$ cat src/rtl/fetch_unit_if.sv
// Instruction-memory read channel between the fetch stage (master) and imem (slave).
interface fetch_unit_if;
    logic        imem_read;
    logic [15:0] imem_address;
    logic        imem_resp;
    logic [15:0] imem_rdata;

    modport master (
        output imem_read,
        output imem_address,
        input  imem_resp,
        input  imem_rdata
    );

    modport slave (
        input  imem_read,
        input  imem_address,
        output imem_resp,
        output imem_rdata
    );
endinterface

$ cat src/rtl/fetch_unit.sv
// LC-3b fetch stage: fetch PC, imem read handshake, IF/ID register, stall and flush handling.
// Define FETCH_SKID_BUF_EN to add a one-entry buffer that catches responses arriving during stall.
module fetch_unit #(
    parameter logic [15:0] RESET_PC = 16'h0000,
    parameter logic [15:0] NOP_INST = 16'h0000
) (
    input  logic                clk,
    input  logic                reset_n,
    input  logic                stall,
    input  logic                flush,
    input  logic [15:0]         redirect_pc,
    fetch_unit_if.master        imem,
    output logic [15:0]         inst,
    output logic [15:0]         pc,
    output logic                valid
);

    localparam logic [0:0] S_REQ     = 1'b0;
    localparam logic [0:0] S_DISCARD = 1'b1;

    logic [0:0]  state;
    logic [15:0] fetch_pc;
    logic [15:0] discard_pc;
    logic        read_req;

`ifdef FETCH_SKID_BUF_EN
    logic [15:0] buf_inst;
    logic [15:0] buf_pc;
    logic        buf_valid;
`endif

    always_comb begin
        read_req = 1'b1;
`ifdef FETCH_SKID_BUF_EN
        // Nowhere to put another word while the buffer is full and decode is stalled.
        if (state == S_REQ && buf_valid && stall)
            read_req = 1'b0;
`endif
    end

    assign imem.imem_read    = reset_n & read_req;
    assign imem.imem_address = (state == S_DISCARD) ? discard_pc : fetch_pc;

    always_ff @(posedge clk or negedge reset_n) begin
        if (!reset_n) begin
            state      <= S_REQ;
            fetch_pc   <= RESET_PC;
            discard_pc <= RESET_PC;
            inst       <= NOP_INST;
            pc         <= RESET_PC;
            valid      <= 1'b0;
`ifdef FETCH_SKID_BUF_EN
            buf_inst   <= NOP_INST;
            buf_pc     <= RESET_PC;
            buf_valid  <= 1'b0;
`endif
        end else if (flush) begin
            inst     <= NOP_INST;
            valid    <= 1'b0;
            fetch_pc <= redirect_pc;
`ifdef FETCH_SKID_BUF_EN
            buf_valid <= 1'b0;
`endif
            // An issued request cannot be aborted: keep its address on the bus until it completes.
            if (state == S_REQ && read_req && !imem.imem_resp) begin
                state      <= S_DISCARD;
                discard_pc <= fetch_pc;
            end else if (state == S_DISCARD && imem.imem_resp) begin
                state <= S_REQ;
            end
        end else if (state == S_DISCARD) begin
            if (imem.imem_resp)
                state <= S_REQ;
            if (!stall) begin
                inst  <= NOP_INST;
                valid <= 1'b0;
            end
        end else if (stall) begin
`ifdef FETCH_SKID_BUF_EN
            if (imem.imem_resp && !buf_valid) begin
                buf_inst  <= imem.imem_rdata;
                buf_pc    <= fetch_pc;
                buf_valid <= 1'b1;
                fetch_pc  <= fetch_pc + 16'd2;
            end
`endif
        end
`ifdef FETCH_SKID_BUF_EN
        // Draining wins over a same-cycle response; that word is re-read since fetch_pc holds.
        else if (buf_valid) begin
            inst      <= buf_inst;
            pc        <= buf_pc;
            valid     <= 1'b1;
            buf_valid <= 1'b0;
        end
`endif
        else if (imem.imem_resp) begin
            inst     <= imem.imem_rdata;
            pc       <= fetch_pc;
            valid    <= 1'b1;
            fetch_pc <= fetch_pc + 16'd2;
        end else begin
            inst  <= NOP_INST;
            valid <= 1'b0;
        end
    end

endmodule

$ cat src/flat_wrapper.sv
// flat-port wrapper written by rule: the top's interface ports become plain ports
module fetch_unit_flat 
#(
    parameter logic [15:0] RESET_PC = 16'h0000,
    parameter logic [15:0] NOP_INST = 16'h0000
)
  (clk, reset_n, stall, flush, redirect_pc, inst, pc, valid, imem_imem_read, imem_imem_address, imem_imem_resp, imem_imem_rdata);
  fetch_unit_if imem_i ();
  input  logic clk;
  input  logic reset_n;
  input  logic stall;
  input  logic flush;
  input  logic [15:0] redirect_pc;
  output logic [15:0] inst;
  output logic [15:0] pc;
  output logic valid;
  output wire logic [$bits(imem_i.imem_read)-1:0] imem_imem_read;
  output wire logic [$bits(imem_i.imem_address)-1:0] imem_imem_address;
  input wire logic [$bits(imem_i.imem_resp)-1:0] imem_imem_resp;
  input wire logic [$bits(imem_i.imem_rdata)-1:0] imem_imem_rdata;
  assign imem_imem_read = imem_i.imem_read;
  assign imem_imem_address = imem_i.imem_address;
  assign imem_i.imem_resp = imem_imem_resp;
  assign imem_i.imem_rdata = imem_imem_rdata;
  fetch_unit #(.RESET_PC(RESET_PC), .NOP_INST(NOP_INST)) u_core (.clk(clk), .reset_n(reset_n), .stall(stall), .flush(flush), .redirect_pc(redirect_pc), .imem(imem_i), .inst(inst), .pc(pc), .valid(valid));
endmodule
$ cat config.mk
export PLATFORM = sky130hd
export DESIGN_NAME = fetch_unit_flat
export DESIGN_NICKNAME = d
export VERILOG_FILES = /design/src/rtl/fetch_unit_if.sv /design/src/rtl/fetch_unit.sv /design/src/flat_wrapper.sv
export SDC_FILE = /design/constraint.sdc
export NUM_CORES = 1
export LEC_CHECK = 0
export ABC_AREA = 1
export BUFFER_PORTS_ARGS = -buffer_cell sky130_fd_sc_hd__buf_2
export CORE_AREA = 2 2 104 106
export CTS_CLUSTER_SIZE = 16
export DETAILED_ROUTE_END_ITERATION = 8
export DIE_AREA = 0 0 106 108
export HOLD_SLACK_MARGIN = 0.15
export PLACE_DENSITY = 0.61
export REMOVE_ABC_BUFFERS = 1
export SETUP_SLACK_MARGIN = 0.5
export SLEW_MARGIN = 20
export SYNTH_ARGS = -nofsm -noshare
export SYNTH_HDL_FRONTEND = slang
export SYNTH_SLANG_ARGS = --single-unit
$ cat constraint.sdc
create_clock -name clk -period 1.5 [get_ports clk]
set_clock_uncertainty 0.15 [all_clocks]
set_input_delay 0.15 -clock clk [delete_from_list [all_inputs] [get_ports clk]]
set_output_delay 0.15 -clock clk [all_outputs]
set_load 0.02 [all_outputs]
==> impl_metrics.yaml, run 1 <==
cells_and_area:
  fillers: 894
  fin_nets: 547
  drive_gt1_frac: 0.506
  area_growth_pct: 82.1
  final_common_cell: "dfrtp_1"
  n_antenna_cell: 0
  fin_cells: 650
  fin_area_sq_um: 5530
  final_cell_mix: "dfrtp_1 (62), buf_6 (61), nand2_1 (60)"
setup_path:
  crit_slowest_cell: "dfrtp_2"
  path_max_fanout: 6
  crit_buf_inv: 3
  cp.required_ns: 1.66
  arrival_ns: 1.76
  start_kind: "register"
  path_cells: "buf_6 > nor2_4 > nand2_8 > buf_12 > buf_16 > nor2_4 > o21ai_2 > nand2_1"
  crit_top_cell: "nor2_4"
  crit_type: "register to register"
  crit_path_max_incr_delay_ns: 0.45
  cp_top_family: "simple AND/OR/NAND/NOR gates"
  critPathCaptureType: "register"
  r2r_slack_ns: -0.10
power_and_ir_drop:
  leakage_nw: 2.57
  cellPowerDensity_nw_per_um2: 1060
  irDropWorstVdd_v: 0.000492
grt:
  grt_overflow: 0
  antenna_found_initial: 0
  grt_first_pass_wirelength_mm: 15.2
  grt_pass1_vias: 3006
  grt_max_degree: 67
  track_usage: 0.169
routing:
  routed-wl-met3_um: 571
  routed_wl_mm: 10.6
  routed_via_density: 4.90
  top_layer_used: "met4"
  avgRoutedWirePerCell_um: 16.3
  wl_met2_mm: 5.41
  drtPass1Iterations: 4
  vias: 3183
  drc: 0
  wl_met1_mm: 4.40
  drt_iter0_markers: 107
  drtAntennaViolNets: 0
logic_synthesis:
  synth_area_leader_cell: "dfrtp_1"
  yosys.area_share.simple: 0.200
  synth_area_sq_um: 3040
  ys_types: 31
  synthTopCellsByArea: "dfrtp_1 (54%), nand2_1 (11%), o21ai_0 (7.6%)"
  yosys_warnings: 0
  netlist.area_leader.share: 0.543
  synth_fa_ha_area_frac: 0.00412
  synth_xor_area_frac: 0.00865
  postSynthAreaPerCell_sq_um: 8.94
  synth_compound_area_frac: 0.169
  synth_top_family_by_area: "simple AND/OR/NAND/NOR gates"
  synth_cells: 340
  synth_mux_area_frac: 0
  synth-seq-area-share: 0.543
  ys_seq_elements: 66
sta:
  rsz0062_at_grt: "yes"
  relSlewSlack: 0.746
  min_period_over_period: 1.07
  max_clock_freq_mhz: 624
  finalSetupViolCount: 43
  finalHoldViolCount: 0
  worstMarginPinSlew_ns: 0.381
  drv_slew: 0
  fin_ws_ns: -0.102
  period_minus_slack_ns: 1.60
clock_tree:
  clk_root_buffer_cell: "clkbuf_8"
  clk_pin_slew_ns: 0.09
  clock_latency_ns: 0.36
  cts_buffer_depth: 2
  cts-buffers-inserted: 9
  cts_max_level: 3
  cts.sink_count: 66
  cts_tree: "yes"
  cts_hold_buffers: 33
die:
  start_util: 0.297
  rows: 37
  die_y_um: 108
  die_area_sq_um: 11400
  design.core.area_sq_um: 10200
  die_w_um: 106
  io_pins: 87
outcome:
  status: "complete, but fails checks"
  violations: "setup timing"
min_path:
  hp-class: "primary input to register"
placement:
  pre_cts_slack_ns: 0.0288
  port_buffers: 86
  post_dp_cell_area_sq_um: 3680
  dp_hpwl_mm: 5.42
  gp_congestion: 0.793
  placedCellCount: 561
flow_run:
  maxCapViolCount: 0
registers in the layout, summed over array words and instances, names as in the netlist:
name,cells
u_core.discard_pc,16
u_core.state,1
u_core.valid,1
u_core.inst,16
u_core.pc,16
u_core.fetch_pc,16
kinds of logic (layout without fill, tap and decap cells):
| group | count (synthesis) | after routing |
|---|---|---|
| xor gates and xnor gates | 3 | 3 |
| DFF | 66 | 66 |
| adders and majority gates | 1 | 1 |
| and+or+nand+nor | 142 | 142 |
| buffers and inverters | 46 | 220 |
| AOI/OAI and AO/OA | 82 | 82 |
tightest hold or removal path: stages:
cell	delay (ns)
buf_2	0.09
nand2_1	0.06
o21ai_1	0.16
a21oi_2	0.06
nand2_1	0.06
what timing repair did:
item / CTS / global route
hold endpoints to repair: 100 / 1
cloned: 5 / 5
gates resized for setup: 151 / 135
pin swaps: 12 / 13
endpoints found under the setup margin: 113 / 114
buffers inserted: 19 / 11
cell usage after synthesis:
cell type,instances
nand3_1,18
clkbuf_1,6
o21ai_2,1
inv_2,3
dfrtp_1,66
buf_1,1
o21bai_1,1
a32o_1,16
buf_6,4
ha_1,1
nand3b_1,1
nor2_2,4
nor2_4,1
o21ai_0,46
nor3_4,1
xor2_1,2
inv_1,22
nand4_1,4
nor2_1,17
nand2_1,91
a31oi_1,1
o22ai_1,1
buf_2,5
buf_4,5
nor3_1,3
o211ai_1,4
a21oi_1,3
o21ai_1,8
xnor2_1,1
o221ai_1,1
nand2_2,2
through the flow:
step | hold slack, ns | TNS (ns) | util | total power [mW]
floorplan | -0.296 | -33.16 | - | 2.80
global placement | 0.0624 | 0 | 0.360 | 3.24
detailed placement | 0.0654 | 0 | 0.360 | 3.26
CTS | -0.0341 | -1.15 | 0.482 | 5.49
global route | 0.0958 | -4.87 | 0.541 | 6.09
finish | 0.0956 | -2.50 | 0.541 | 5.86
final cells by class:
class	count	area, sq um	share of cell area
Multi-Input combinational cell	228	1590	0.288
Tap cell	136	170	0.0307
Timing Repair Buffer	179	1780	0.322
Sequential cell	66	1660	0.299
Clock inverter	6	88.8	0.0161
Inverter	25	106	0.0192
Clock buffer	10	138	0.0249
routing by layer:
layer | global-route usage | vias up
met2 | 0.294 | 113
li1 | - | 1489
met1 | 0.205 | 1558
met3 | 0.0482 | 23
met4 | 0.0526 | 0
met5 | 0 | -
where the power goes:
group / switching [mW] / leakage, nW / internal [mW] / total (mW)
registers: 0.224 / 0.836 / 2.02 / 2.25
clock network: 0.772 / 0.109 / 0.984 / 1.76
logic: 0.918 / 1.62 / 0.935 / 1.85
final timing paths:
| path | from | end | cells after the start |
|---|---|---|---|
| max | u_core.state$_DFFE_PN0P_ | u_core.fetch_pc[14]$_DFFE_PN0P_ | 8 |
| min | redirect_pc[14] | u_core.fetch_pc[14]$_DFFE_PN0P_ | 5 |
| max reg2reg | u_core.state$_DFFE_PN0P_ | u_core.fetch_pc[14]$_DFFE_PN0P_ | 8 |
| min reg2reg | u_core.discard_pc[10]$_DFFE_PN0P_ | u_core.discard_pc[10]$_DFFE_PN0P_ | 2 |
| max in group asynchronous | reset_n | u_core.state$_DFFE_PN0P_ | 3 |
| min in group asynchronous | reset_n | u_core.discard_pc[0]$_DFFE_PN0P_ | 3 |
Power figures use the tool's default switching activity.
==> run 2: changes to the inputs <==
CORE_AREA = 2 2 89 125   (was 2 2 104 106)
DIE_AREA = 0 0 91 127   (was 0 0 106 108)
==> run 2 against run 1 <==
  * The run still ends with setup timing left
  * Utilization fell by 4.7 points
  * Largest power group unchanged
  * Maximum frequency fell by 3.1%
  * Die area rose by 0.95%
  * Hold slack got worse by 0.090 ns
  * Via count fell by 6.0%
  * Global-route usage fell by 0.78 points
  * Power rose by 0.16%
  * Count of clock-buffer cells in the layout rose by 2
  * Final area fell by 7.6%
==> impl_metrics.yaml, run 2 (same netlist as run 1, synthesis figures left out) <==
die:
  start_util: 0.294
  rows: 44
  die_area_sq_um: 11600
  design.core.area_sq_um: 10300
  die_w_um: 91
  die_y_um: 127
  io_pins: 87
setup_path:
  path_max_fanout: 8
  start_kind: "register"
  critPathCaptureType: "output pin"
  arrival_ns: 1.35
  cp.required_ns: 1.20
  crit_type: "register to output pin"
cells_and_area:
  seq_area_sq_um: 1650
  fin_nets: 538
  n_antenna_cell: 0
  area_growth_pct: 68.3
  final_common_cell: "nand2_1"
  drive_gt1_frac: 0.375
  multi_input_area_sq_um: 1280
  final_cell_mix: "nand2_1 (86), dfrtp_1 (64), buf_2 (48)"
  fin_cells: 642
  fillers: 961
sta:
  relSlewSlack: 0.752
  worstMarginPinSlew_ns: 0.372
  max_clock_freq_mhz: 605
  finalHoldViolCount: 0
  min_period_over_period: 1.10
  hold_ws_ns: 0.00581
  period_minus_slack_ns: 1.65
  finalSetupViolCount: 55
  fin_ws_ns: -0.153
  drv_slew: 0
  rsz0062_at_grt: "yes"
routing:
  drtAntennaViolNets: 0
  drtPass1Iterations: 4
  top_layer_used: "met4"
  routed_via_density: 4.66
  routed_wl_mm: 9.62
  vias: 2992
  wl_met2_mm: 4.92
  drt_iter0_markers: 176
  routed-wl-met3_um: 458
  wl_met1_mm: 4.09
  avgRoutedWirePerCell_um: 15.0
  drc: 0
clock_tree:
  cts.sink_count: 66
  cts_hold_buffers: 33
  clk_pin_slew_ns: 0.05
  cts-buffers-inserted: 9
  clk_root_buffer_cell: "clkbuf_16"
  cts_buffer_depth: 2
  cts_max_level: 3
  cts_tree: "yes"
  clock_latency_ns: 0.33
power_and_ir_drop:
  cellPowerDensity_nw_per_um2: 1150
  leakage_nw: 2.45
  irDropWorstVdd_v: 0.000556
grt:
  grt_max_degree: 67
  grt_overflow: 0
  track_usage: 0.162
  antenna_found_initial: 0
  grt_first_pass_wirelength_mm: 14.7
  grt_pass1_vias: 2908
outcome:
  status: "complete, but fails checks"
  violations: "setup timing"
placement:
  gp_congestion: 0.765
  port_buffers: 86
  pre_cts_slack_ns: 0.00718
  placedCellCount: 559
  dp_hpwl_mm: 5.49
min_path:
  hp-class: "primary input to register"
flow_run:
  maxCapViolCount: 0
[run 2: cell types whose count changed in the layout (fill, tap and decap cells not counted), sizes merged]
cell,before,now
bufinv,2,1
inv,26,24
bufbuf,0,1
buf,142,134
clkinv,1,3
clkinvlp,2,0
[run 2: worst paths after layout]
kind / from / end / slack (ns) / depth (start not counted)
max: u_core.state$_DFFE_PN0P_ / imem_imem_address[2] / -0.15 / 4
min: redirect_pc[14] / u_core.fetch_pc[14]$_DFFE_PN0P_ / 0.006 / 5
max reg2reg: u_core.state$_DFFE_PN0P_ / u_core.inst[3]$_DFFE_PN0P_ / -0.14 / 7
min reg2reg: u_core.discard_pc[5]$_DFFE_PN0P_ / u_core.discard_pc[5]$_DFFE_PN0P_ / 0.34 / 2
max in group asynchronous: reset_n / u_core.inst[8]$_DFFE_PN0P_ / 0.62 / 3
min in group asynchronous: reset_n / u_core.discard_pc[4]$_DFFE_PN0P_ / 0.27 / 3
[run 2: worst max-delay path: stages, from the launching register on]
cell     delay [ns]
dfrtp_1        0.42
buf_4          0.16
buf_8          0.13
o21ai_2        0.16
buf_6          0.14
[run 2: timing repair]
item,CTS,global route
endpoints found under the hold margin,99,1
pin swaps,5,3
endpoints found under the setup margin,113,114
gates resized for setup,110,51
buffers inserted,16,12
gates cloned,4,3
[run 2: final cells by class]
type / count / area share
clock buffer: 12 / 0.0482
clock inverter: 3 / 0.00783
inverter: 25 / 0.0213
multi-input combinational: 228 / 0.251
sequential: 66 / 0.323
tap: 138 / 0.0338
timing repair buffer: 170 / 0.315
[run 2: report_power, final]
part           internal, mW  switching [mW]  leakage [nW]
Sequential             2.03           0.181         0.838
Combinational         0.787           0.802          1.47
Clock                  1.32           0.752         0.142
[run 2: routing by layer]
layer / global-route usage / up-vias
li1: - / 1467
met1: 0.200 / 1425
met2: 0.276 / 89
met3: 0.0360 / 11
met4: 0.0606 / 0
met5: 0 / -
[run 2: metrics by stage]
stage	cell area (sq um)	setup TNS, ns	util	power (mW)
after global routing	5110	-9.11	0.494	6.16
after floorplan	2910	-33.16	-	2.80
after CTS	4850	-4.28	0.469	5.75
after detailed placement	3680	0	0.355	3.27
after global placement	3680	0	0.355	3.24
final	5110	-5.51	0.494	5.87
==> run 3: changes to the inputs <==
SKIP_CTS_REPAIR_TIMING = 1   (was unset)
==> run 3 against run 2 <==
  * The flow finishes with violations (hold timing, setup timing)
  * Critical path depth shrank 1
  * Combinational power shrank 4%
  * Register-to-register slack improved by 0.17 ns
  * Via count shrank 1.9%
  * Utilization is 2.2 points lower
  * Global-route usage down 2.5 points
  * Final area down 4.5%
  * Setup slack gained 0.077 ns
  * First-iteration DRC count down 9.1%
  * Cell count is 3.3% lower
  * Critical endpoint is now imem_imem_address[1]
  * Largest cell class unchanged
  * Largest power group unchanged
  * Highest routed layer unchanged
==> impl_metrics.yaml, run 3 (same netlist as run 1, synthesis figures left out) <==
setup_path:
  path_cells: "buf_4 > o21ai_0 > buf_2"
  crit_type: "register to output pin"
  crit_path_max_incr_delay_ns: 0.45
  start_kind: "register"
  cp.required_ns: 1.20
  crit_slowest_cell: "dfrtp_2"
  arrival_ns: 1.28
  path_max_fanout: 8
  critPathCaptureType: "output pin"
placement:
  post_dp_cell_area_sq_um: 3680
  gp_congestion: 0.765
  dp_hpwl_mm: 5.49
  placedCellCount: 559
  port_buffers: 86
routing:
  routed_via_density: 4.73
  vias: 2936
  drc: 0
  avgRoutedWirePerCell_um: 14.9
  drtAntennaViolNets: 0
  drtPass1Iterations: 4
  routed_wl_mm: 9.22
  drt_iter0_markers: 160
sta:
  min_period_over_period: 1.05
  worstMarginPinSlew_ns: 0.364
  period_minus_slack_ns: 1.58
  relSlewSlack: 0.758
  fin_ws_ns: -0.0766
  max_clock_freq_mhz: 634
  hold_ws_ns: -0.0232
  drv_slew: 0
  rsz0062_at_grt: "yes"
  finalHoldViolCount: 4
  finalSetupViolCount: 15
clock_tree:
  cts_tree: "yes"
  clk_root_buffer_cell: "clkbuf_16"
  clock_latency_ns: 0.33
  cts_max_level: 3
  cts_buffer_depth: 2
  cts.sink_count: 66
  clk_pin_slew_ns: 0.05
  cts-buffers-inserted: 9
cells_and_area:
  n_antenna_cell: 0
  area_growth_pct: 60.7
  fillers: 989
  drive_gt1_frac: 0.373
  fin_nets: 517
  fin_cells: 621
  final_cell_mix: "nand2_1 (86), dfrtp_1 (62), buf_6 (43)"
  final_common_cell: "nand2_1"
  fin_area_sq_um: 4880
die:
  die_w_um: 91
  rows: 44
  start_util: 0.294
  io_pins: 87
  die_area_sq_um: 11600
  die_y_um: 127
  design.core.area_sq_um: 10300
outcome:
  status: "complete, but fails checks"
  violations: "hold timing, setup timing"
grt:
  grt.met3_usage: 0.0366
  busiest_layer: "met2"
  grt_first_pass_wirelength_mm: 12.4
  antenna_found_initial: 0
  met1_usage: 0.172
  grt_pass1_vias: 2438
  grt.met2_usage: 0.226
  grt_overflow: 0
  grt_max_degree: 67
  track_usage: 0.137
power_and_ir_drop:
  irDropWorstVdd_v: 0.000561
  leakage_nw: 2.32
  cellPowerDensity_nw_per_um2: 1190
flow_run:
  maxCapViolCount: 0
min_path:
  hp-class: "primary input to register"
-- run 3: cell count changes in the layout (fill, tap and decap cells not counted), moves of 2 or more --
cell / before / now
buf_4: 31 / 33
nand3_2: 1 / 7
o21ai_0: 14 / 25
buf_2: 48 / 38
buf_16: 3 / 0
nand3_1: 15 / 8
buf_6: 45 / 43
dfrtp_1: 64 / 62
dfrtp_2: 2 / 4
o21ai_2: 6 / 8
dlygate4sd3_1: 33 / 28
o21ai_1: 34 / 22
nor2_4: 5 / 3
-- run 3: final timing paths --
kind	from	endpoint	slack, ns	cells after the start
max	u_core.state$_DFFE_PN0P_	imem_imem_address[1]	-0.08	3
min reg2reg	u_core.discard_pc[0]$_DFFE_PN0P_	u_core.discard_pc[0]$_DFFE_PN0P_	0.34	2
min in group asynchronous	reset_n	u_core.discard_pc[4]$_DFFE_PN0P_	0.28	3
min	redirect_pc[10]	u_core.fetch_pc[10]$_DFFE_PN0P_	-0.02	4
max reg2reg	u_core.state$_DFFE_PN0P_	u_core.fetch_pc[4]$_DFFE_PN0P_	0.03	6
max in group asynchronous	reset_n	u_core.fetch_pc[3]$_DFFE_PN0P_	0.62	3
-- run 3: final cells by class --
class	count	area [sq um]	area share
clock buffers	12	246	0.0505
clock inverters	3	40.0	0.00820
inverters	25	104	0.0213
multi-input cells	228	1310	0.269
flip-flops and latches	66	1660	0.339
well taps	138	173	0.0354
repair buffers	149	1350	0.277
-- run 3: report_power, final --
part	internal, mW	switching [mW]	leakage [nW]
logic	0.743	0.775	1.34
clock network	1.32	0.758	0.142
registers	2.03	0.191	0.836
total	4.09	1.72	2.32
-- run 3: critical path, delay by kind of cell, from the launching register on --
family,cells,cell delay (ns)
flip-flops,1,0.45
buffers and inverters,2,0.36
AO/OA/AOI/OAI,1,0.14
-- run 3: metrics by stage --
stage                     setup slack, ns  hold slack, ns  total power, mW   util  TNS (ns)
after global placement             0.0259          0.0663             3.24  0.355         0
after CTS                          -0.189          -0.290             5.35  0.383     -2.39
final                             -0.0766         -0.0232             5.81  0.472    -0.636
after floorplan                    -0.813          -0.296             2.80      -    -33.16
after detailed placement          0.00718          0.0648             3.27  0.355         0
after global routing               -0.134         0.00678             6.09  0.472     -1.76
-- run 3: metal layers --
layer	vias up	share of wire
met1	1393	0.42
met3	17	0.061
li1	1425	-
met4	0	0.019
met2	101	0.50
met5	-	0
